**config.mk**
```make
export PLATFORM = sky130hd
export DESIGN_NAME = gearbox_67_lock_ctrl
export DESIGN_NICKNAME = d
export VERILOG_FILES = /design/src/rtl/gearbox_67_pkg.sv /design/src/rtl/gearbox_lock_sat_cnt.sv /design/src/rtl/gearbox_67_lock_ctrl.sv
export SDC_FILE = /design/constraint.sdc
export NUM_CORES = 1
export LEC_CHECK = 0
export ABC_AREA = 1
export CAP_MARGIN = 25
export CORE_MARGIN = 8
export CORE_UTILIZATION = 55
export DETAILED_ROUTE_END_ITERATION = 8
export PLACE_DENSITY = 0.93
export SYNTH_ARGS = -nofsm -noshare
export SYNTH_HDL_FRONTEND = slang
export SYNTH_HIERARCHICAL = 1
export SYNTH_SLANG_ARGS = --single-unit
export TNS_END_PERCENT = 100
```
**constraint.sdc**
```tcl
create_clock -name clk -period 5.23 [get_ports clk]
set_clock_uncertainty 0.1 [all_clocks]
set_input_delay 0.7845 -clock clk [delete_from_list [all_inputs] [get_ports clk]]
set_output_delay 0.7845 -clock clk [all_outputs]
set_load 0.01 [all_outputs]
```
**src/rtl/gearbox_67_pkg.sv**
```systemverilog
// Shared types, header constants and header classification for the 64b/67b word-lock controller.
package gearbox_67_pkg;

  typedef enum logic [1:0] {
    HUNT      = 2'd0,
    SLIP_HOLD = 2'd1,
    LOCKED    = 2'd2
  } lock_state_e;

  localparam logic [1:0] HDR_DATA = 2'b10;
  localparam logic [1:0] HDR_CTRL = 2'b01;

  function automatic logic hdr_good(input logic [1:0] hdr);
    return (hdr == HDR_DATA) || (hdr == HDR_CTRL);
  endfunction

endpackage

```
**src/rtl/gearbox_lock_sat_cnt.sv**
```systemverilog
// 16-bit saturating event counter with synchronous active-low clear.
module gearbox_lock_sat_cnt (
  input  logic        clk,
  input  logic        clr_n,
  input  logic        inc,
  output logic [15:0] count
);

  always_ff @(posedge clk) begin
    if (!clr_n) begin
      count <= '0;
    end else if (inc && (count != 16'hFFFF)) begin
      count <= count + 16'd1;
    end
  end

endmodule

```
**src/rtl/gearbox_67_lock_ctrl.sv**
```systemverilog
// Word-lock controller for the 20-to-67 gearbox: slips until headers align, then tracks lock.
// Statistics counters are built only when GEARBOX_LOCK_STATS_EN is defined.
module gearbox_67_lock_ctrl
  import gearbox_67_pkg::*;
#(
  parameter int GOOD_TO_LOCK  = 64,
  parameter int BAD_TO_UNLOCK = 16,
  parameter int WINDOW        = 64,
  parameter int SLIP_WAIT     = 4
) (
  input  logic        clk,
  input  logic        srst_n,
  input  logic        din_valid,
  input  logic [2:0]  din_hdr,
  output logic        slip,
  output logic        word_lock,
  output logic        lock_lost,
  output logic [15:0] slip_count,
  output logic [15:0] bad_hdr_count
);

  localparam int GW = $clog2(GOOD_TO_LOCK) + 1;
  localparam int BW = $clog2(BAD_TO_UNLOCK) + 1;
  localparam int WW = $clog2(WINDOW) + 1;
  localparam int HW = $clog2(SLIP_WAIT) + 1;

  lock_state_e state_q, state_d;
  logic [GW-1:0] good_cnt_q, good_cnt_d, good_inc;
  logic [BW-1:0] bad_cnt_q, bad_cnt_d, bad_inc;
  logic [WW-1:0] win_cnt_q, win_cnt_d, win_inc;
  logic [HW-1:0] hold_cnt_q, hold_cnt_d, hold_inc;
  logic          slip_d, word_lock_d, lock_lost_d;
  logic          hdr_ok;

  // Bit 66 only flags payload inversion; lock decisions ignore it.
  logic unused_hdr_inv;
  assign unused_hdr_inv = din_hdr[2];

  assign hdr_ok   = hdr_good(din_hdr[1:0]);
  assign good_inc = good_cnt_q + GW'(1);
  assign bad_inc  = bad_cnt_q + BW'(1);
  assign win_inc  = win_cnt_q + WW'(1);
  assign hold_inc = hold_cnt_q + HW'(1);

  // NOTE: sequential state uses non-blocking assignments so every register samples pre-edge values.
  always_ff @(posedge clk) begin
    if (!srst_n) begin
      state_q     <= HUNT;
      good_cnt_q  <= '0;
      bad_cnt_q   <= '0;
      win_cnt_q   <= '0;
      hold_cnt_q  <= '0;
      slip        <= 1'b0;
      word_lock   <= 1'b0;
      lock_lost   <= 1'b0;
    end else begin
      state_q     <= state_d;
      good_cnt_q  <= good_cnt_d;
      bad_cnt_q   <= bad_cnt_d;
      win_cnt_q   <= win_cnt_d;
      hold_cnt_q  <= hold_cnt_d;
      slip        <= slip_d;
      word_lock   <= word_lock_d;
      lock_lost   <= lock_lost_d;
    end
  end

  // NOTE: every combinational output gets a default first so no path infers a latch.
  always_comb begin
    state_d    = state_q;
    good_cnt_d = good_cnt_q;
    bad_cnt_d  = bad_cnt_q;
    win_cnt_d  = win_cnt_q;
    hold_cnt_d = hold_cnt_q;
    if (din_valid) begin
      unique case (state_q)
        HUNT: begin
          if (hdr_ok) begin
            if (good_inc == GW'(GOOD_TO_LOCK)) begin
              state_d    = LOCKED;
              good_cnt_d = '0;
              bad_cnt_d  = '0;
              win_cnt_d  = '0;
            end else begin
              good_cnt_d = good_inc;
            end
          end else begin
            state_d    = SLIP_HOLD;
            good_cnt_d = '0;
            hold_cnt_d = '0;
          end
        end
        SLIP_HOLD: begin
          if (hold_inc == HW'(SLIP_WAIT)) begin
            state_d    = HUNT;
            hold_cnt_d = '0;
          end else begin
            hold_cnt_d = hold_inc;
          end
        end
        LOCKED: begin
          // Unlock is checked before the window wrap so it wins on a shared word.
          if (!hdr_ok && (bad_inc == BW'(BAD_TO_UNLOCK))) begin
            state_d    = HUNT;
            good_cnt_d = '0;
            bad_cnt_d  = '0;
            win_cnt_d  = '0;
          end else if (win_inc == WW'(WINDOW)) begin
            win_cnt_d = '0;
            bad_cnt_d = '0;
          end else begin
            win_cnt_d = win_inc;
            if (!hdr_ok) bad_cnt_d = bad_inc;
          end
        end
        default: state_d = HUNT;
      endcase
    end
  end

  always_comb begin
    slip_d      = 1'b0;
    lock_lost_d = 1'b0;
    word_lock_d = (state_d == LOCKED);
    if (din_valid) begin
      slip_d      = (state_q == HUNT) && !hdr_ok;
      lock_lost_d = (state_q == LOCKED) && (state_d == HUNT);
    end
  end

`ifdef GEARBOX_LOCK_STATS_EN
  logic bad_stat_inc;
  assign bad_stat_inc = din_valid && (state_q == LOCKED) && !hdr_ok;

  gearbox_lock_sat_cnt u_slip_cnt (
    .clk   (clk),
    .clr_n (srst_n),
    .inc   (slip_d),
    .count (slip_count)
  );

  gearbox_lock_sat_cnt u_bad_cnt (
    .clk   (clk),
    .clr_n (srst_n),
    .inc   (bad_stat_inc),
    .count (bad_hdr_count)
  );
`else
  assign slip_count    = '0;
  assign bad_hdr_count = '0;
`endif

endmodule
```
==> results.sh, run 1 <==
export IMPL_p_leak_nw=0.8535
export IMPL_vias=1669
export IMPL_synth_distinct_cells=31
export IMPL_synthCells=285
export IMPL_post_cts_buffers=0
export IMPL_worst_ep_required_time_ps=5340
export IMPL_row_count=21
export IMPL_syn_avg_cell_area_um2=6.713
export IMPL_dp_hpwl_mm=2.815
export IMPL_slew_viol_final=0
export IMPL_die_area_um2=5621
export IMPL_die_h_um=74.98
export IMPL_coreArea_um2=3337
export IMPL_n_antenna_cell=0
export IMPL_io_pins=41
export IMPL_cts_sinks=27
export IMPL_fillerInstances=309
export IMPL_cts_resized=0
export IMPL_fmax_mhz=430.3
export IMPL_seqCellArea_um2=540.5
export IMPL_worst_skew_pair_late_latency_ps=320
export IMPL_ys_ff_latch=27
export IMPL_path_cells="clkdlybuf4s50_1 > nand2_1 > nand2_1 > nand3_1 > nor2_4 > nor2_2 > nor2_4 > o31ai_1 > o21ai_1 > nor2_1"
export IMPL_grt_use_total_pct=13.49
export IMPL_drc_errors=0
export IMPL_fin_nets=305
export IMPL_initial_core_util_pct=57.33
export IMPL_synthAdderAreaFrac_pct=3.924
export IMPL_multi_input_area_um2=1101
export IMPL_syn_to_final_growth_pct=0.5230
export IMPL_crit_type="in2reg"
export IMPL_cts_buffer_depth=2
export IMPL_ant_nets=0
export IMPL_fin_crit_sh_pct=44.44
export IMPL_first_pass_iters=5
export IMPL_p_per_area_nw_per_um2=198.5
export IMPL_yosysTopAreaCellShare_pct=28.25
export IMPL_antenna_found_initial=0
export IMPL_status="completed"
export IMPL_power_total_w=0.0003818
export IMPL_synth_top_family_by_area="simple AND/OR/NAND/NOR gates"
export IMPL_cts_made_buffers=3
export IMPL_synthesis_area_um2=1913
export IMPL_cts_max_level=1
export IMPL_grt_overflow=0
export IMPL_yosysTopAreaCell="dfxtp_1"
export IMPL_finalHoldViolations=0
export IMPL_slew_headroom_pct=61.89
export IMPL_fin_crit_ps=2324
export IMPL_place_congestion=0.8986
export IMPL_die_x_um=74.98
export IMPL_path_clk_slew_ps=140
export IMPL_synthMuxAreaShare_pct=0
export IMPL_worstMarginPinSlew_ps=569.8
export IMPL_grt_max_degree=16
export IMPL_vias_per_cell=4.938
export IMPL_port_buffers=7
export IMPL_synthSimpleGateAreaFrac_pct=34.92
export IMPL_worstPathMaxFanout=10
export IMPL_start_kind="input pin"
export IMPL_postCtsHoldBufs=0
export IMPL_grt_pass1_wl_mm=6.216
export IMPL_cts_root_buffer="clkbuf_4"
export IMPL_cp_slowest_stage_delay_ps=480
export IMPL_yosys_area_share_xor_xnor_pct=1.831
export IMPL_finalWirelength_mm=3.610
export IMPL_hp_class="reg2reg"
export IMPL_grt_pass1_vias=1531
export IMPL_cts_tree="yes"
export IMPL_arrival_ps=2430
export IMPL_synth_seq_area_share_pct=28.25
export IMPL_drtIter0Drc=56
export IMPL_routedWlPerCell_um=10.68
export IMPL_rsz0062_at_grt="false"
export IMPL_hold_ws_ps=408.4
export IMPL_ys_warn_count=6
export IMPL_setup_viol=0
export IMPL_synth_compound_area_share_pct=10.60
export IMPL_setup_tns_ps=0
export IMPL_irDropWorstVdd_mv=0.1738
export IMPL_drive_gt1_share_pct=10.96
export IMPL_crit_slowest_cell="clkdlybuf4s50_1"
export IMPL_end_kind="register"
export IMPL_drv_cap=0
export IMPL_synth_area_leaders="dfxtp_1 (28%), buf_4 (13%), nor2_1 (8.8%), nand2_1 (8.4%), nand3_1 (7.3%)"
## report_power, final
part | internal, W | switching [W]
clock | 0.0000299 | 0.0000595
sequential | 0.000215 | 0.00000881
combinational | 0.0000216 | 0.0000476
total | 0.000266 | 0.000116
## metrics by stage
stage	std cells	area (µm²)	utilization, %	setup WS, ps
after global placement	334	1897	56.84	2587
after floorplan	316	2029	-	3255
final	338	1923	57.63	2906
after detailed placement	334	1897	56.84	2573
after global routing	338	1923	57.63	2733
after CTS	338	1923	57.63	2925
## cells in the mapped netlist
cell and number:
a21oi_1 15, inv_1 26, or2_0 1, nand3_2 1, nor2_2 4, o21ai_0 3, o21bai_2 1, nand4_1 3
ha_1 6, clkbuf_1 1, nor2_4 4, nand2_1 43, dfxtp_1 27, xor2_1 1, buf_6 1, o31ai_1 1
buf_4 32, buf_2 1, xnor2_1 3, a21oi_2 1, nand3_1 28, a21oi_4 1, nor2_1 45, nor3_1 5
nand2_2 6, nand2_4 2, inv_2 8, o21ai_2 1, nand3b_1 1, conb_1 1, o21ai_1 12
## cells by family (layout without fill, tap and decap cells)
logic type,Yosys count,count (layout)
compound gates,35,35
xor+xnor,4,4
fa+ha+maj,6,6
buf+inv,69,45
flops,27,27
other cells,1,32
simple gates,143,143
## cells in the final DEF, fill, tap and decap left out, types with 5 or more instances in the layout
cell,netlist,routed
ha_1,6,6
nand3_1,28,28
o21ai_1,12,12
nand2_1,43,43
nand2_2,6,6
inv_1,26,26
conb_1,1,32
nor3_1,5,5
inv_2,8,8
clkdlybuf4s50_1,0,7
a21oi_1,15,15
nor2_1,45,45
dfxtp_1,27,27
## state kept, by name, summed over array words and instances, names as in the netlist
signal / count
bad_cnt_q: 5
slip: 1
hold_cnt_q: 3
win_cnt_q: 7
lock_lost: 1
state_q: 2
word_lock: 1
good_cnt_q: 7
## routing by layer
metal  up-vias  part of all wire, %  global-route usage, %
met4         0                 0.66                  3.261
met5         -                    0                      0
li1        860                    -                      -
met2        60                   50                  26.30
met3         4                  6.1                  1.598
met1       745                   43                  14.76
## final timing paths
path / cells past startpoint / startpoint / endpoint / slack (ps)
max: 10 / din_hdr[0] / good_cnt_q[2] / 2910
min reg2reg: 2 / win_cnt_q[1] / win_cnt_q[1] / 410
min: 2 / win_cnt_q[1] / win_cnt_q[1] / 410
max reg2reg: 9 / bad_cnt_q[0] / good_cnt_q[2] / 3210
## layout make-up
| class | count | area share (%) |
|---|---|---|
| clock buffers | 4 | 1.366 |
| inverters | 34 | 6.636 |
| multi-input cells | 220 | 57.25 |
| flip-flops and latches | 27 | 28.11 |
| well taps | 46 | 2.993 |
| repair buffers | 7 | 3.643 |
## worst max-delay path: cells and delay by family
| kind | cells | cell delay, ps |
|---|---|---|
| simple gates | 7 | 960 |
| compound gates | 2 | 210 |
| buf+inv | 1 | 480 |
No activity file was read; power rests on OpenSTA's default activity.
==> run 2, diff against run 1 <==
--- a/config.mk
+++ b/config.mk
@@ -8,9 +8,9 @@
 export ABC_AREA = 1
 export CAP_MARGIN = 25
 export CORE_MARGIN = 8
-export CORE_UTILIZATION = 55
+export CORE_UTILIZATION = 51
 export DETAILED_ROUTE_END_ITERATION = 8
-export PLACE_DENSITY = 0.93
+export PLACE_DENSITY = 0.88
 export SYNTH_ARGS = -nofsm -noshare
 export SYNTH_HDL_FRONTEND = slang
 export SYNTH_HIERARCHICAL = 1
==> constraint.sdc (replaced) <==
create_clock -name clk -period 2.3 [get_ports clk]
set_clock_uncertainty 0.1 [all_clocks]
set_input_delay 0.345 -clock clk [delete_from_list [all_inputs] [get_ports clk]]
set_output_delay 0.345 -clock clk [all_outputs]
set_load 0.01 [all_outputs]
==> run 2 against run 1 <==
Sequential power is 130% higher. Hold slack worse by 9.2 ps. Sequential share of layout area fell by 0.68 points.
==> results.sh, run 2 (synthesis results as in run 1) <==
export IMPL_power_total_w=0.0009558
export IMPL_die_x_um=77.25
export IMPL_dp_hpwl_mm=2.893
export IMPL_arrival_ps=2070
export IMPL_drv_cap=0
export IMPL_initial_core_util_pct=52.65
export IMPL_cts_tree="yes"
export IMPL_layoutNonFillerInstCount=343
export IMPL_final_common_cell="nor2_1"
export IMPL_cts_buffer_depth=2
export IMPL_cts_sinks=27
export IMPL_start_kind="register"
export IMPL_cts_resized=0
export IMPL_syn_to_final_growth_pct=3.008
export IMPL_worstPathMaxFanout=12
export IMPL_fmax_mhz=505.9
export IMPL_grt_overflow=0
export IMPL_setup_slack_ps=323.1
export IMPL_port_buffers=7
export IMPL_dp_cells=339
export IMPL_setup_tns_ps=0
export IMPL_status="completed"
export IMPL_io_pins=41
export IMPL_cts_made_buffers=3
export IMPL_postCtsHoldBufs=0
export IMPL_setup_viol=0
export IMPL_first_pass_iters=4
export IMPL_p_leak_nw=0.8752
export IMPL_irDropWorstVdd_mv=0.3826
export IMPL_grt_pass1_vias=1646
export IMPL_slew_viol_final=0
export IMPL_mostFrequentLayoutCells="nor2_1 (45), nand2_1 (43), conb_1 (32), nand3_1 (28), dfxtp_1 (27)"
export IMPL_post_place_ws_ps=88.33
export IMPL_p_per_area_nw_per_um2=485.0
export IMPL_routedWlPerCell_um=10.97
export IMPL_critical_path_top_delay_family="simple AND/OR/NAND/NOR gates"
export IMPL_cp_num_buf_inv=1
export IMPL_path_cells="ha_1 > nand2_1 > inv_2 > nand3_1 > nand3_1 > nor2_2 > nand2_4 > a21oi_4 > nand3_1 > nand2_1 > nor2_1"
export IMPL_finalWirelength_mm=3.763
export IMPL_die_h_um=77.25
export IMPL_n_antenna_cell=0
export IMPL_coreArea_um2=3633
export IMPL_place_congestion=0.8656
export IMPL_fin_util_pct=54.24
export IMPL_fin_crit_sh_pct=85.95
export IMPL_grt_max_degree=17
export IMPL_drc_errors=0
export IMPL_ant_nets=0
export IMPL_worst_ep_required_time_ps=2390
export IMPL_path_clk_slew_ps=100
export IMPL_drtIter0Drc=89
export IMPL_fillerInstances=363
export IMPL_rsz0062_at_grt="false"
export IMPL_cts_max_level=1
export IMPL_grt_use_total_pct=13.08
export IMPL_post_cts_buffers=0
export IMPL_vias=1669
export IMPL_fin_crit_ps=1977
export IMPL_worst_skew_pair_late_latency_ps=280
export IMPL_drive_gt1_share_pct=12.20
export IMPL_cp_slowest_stage_delay_ps=360
export IMPL_hp_class="reg2reg"
export IMPL_grt_pass1_wl_mm=6.782
export IMPL_vias_per_cell=4.866
export IMPL_crit_slowest_cell="a21oi_4"
export IMPL_critPathMostFrequentCell="nand3_1"
export IMPL_fin_nets=308
export IMPL_crit_type="reg2reg"
export IMPL_die_area_um2=5967
export IMPL_row_count=22
export IMPL_antenna_found_initial=0
export IMPL_end_kind="register"
export IMPL_largestRegisters="good_cnt_q: 7 flops, win_cnt_q: 7 flops, bad_cnt_q: 5 flops"
export IMPL_cts_root_buffer="clkbuf_8"
export IMPL_finalHoldViolations=0
-- run 2: cell types whose count changed in the layout (fill, tap and decap cells not counted) --
cell / change
clkbuf_4: -3
clkbuf_8: +3
clkinvlp_4: +1
clkbuf_1: -1
buf_4: +3
-- run 2: power by group --
| part | switching, W | total [W] | internal [W] |
|---|---|---|---|
| Clock | 0.000163 | 0.000287 | 0.000123 |
| Combinational | 0.000110 | 0.000162 | 0.0000519 |
| Sequential | 0.0000199 | 0.000507 | 0.000487 |
-- run 2: tightest hold or removal path, cell delays in order (launching register included) --
cell and delay, ps:
dfxtp_1 340, nand2_1 70, a21oi_1 50
-- run 2: cell type report --
cell class	count	area (µm²)	share of cell area, %
inverters	34	127.6	6.476
clock inverters	1	7.507	0.3810
well taps	48	60.06	3.048
multi-input cells	220	1101	55.87
clock buffers	3	41.29	2.095
repair buffers	10	92.59	4.698
flip-flops and latches	27	540.5	27.43
-- run 2: stage by stage --
stage	hold slack (ps)	area (µm²)
2_1_floorplan	359.6	2029
3_3_place_gp	370.3	1922
3_5_place_dp	381.1	1922
4_1_cts	406.0	1971
5_1_grt	425.3	1971
6_report	399.3	1971
-- run 2: final timing paths --
kind / cells past startpoint / end / start / slack (ps)
max reg2reg: 11 / bad_cnt_q[0] / good_cnt_q[0] / 320
min reg2reg: 2 / hold_cnt_q[1] / hold_cnt_q[1] / 400
min: 2 / hold_cnt_q[1] / hold_cnt_q[1] / 400
max: 11 / bad_cnt_q[0] / good_cnt_q[0] / 320
-- run 2: layer usage --
metal  part of all wire [%]  GRT usage [%]
met1                     41          13.98
met2                     52          24.01
met3                    5.0          3.030
met4                    1.3          5.094
met5                      0              0
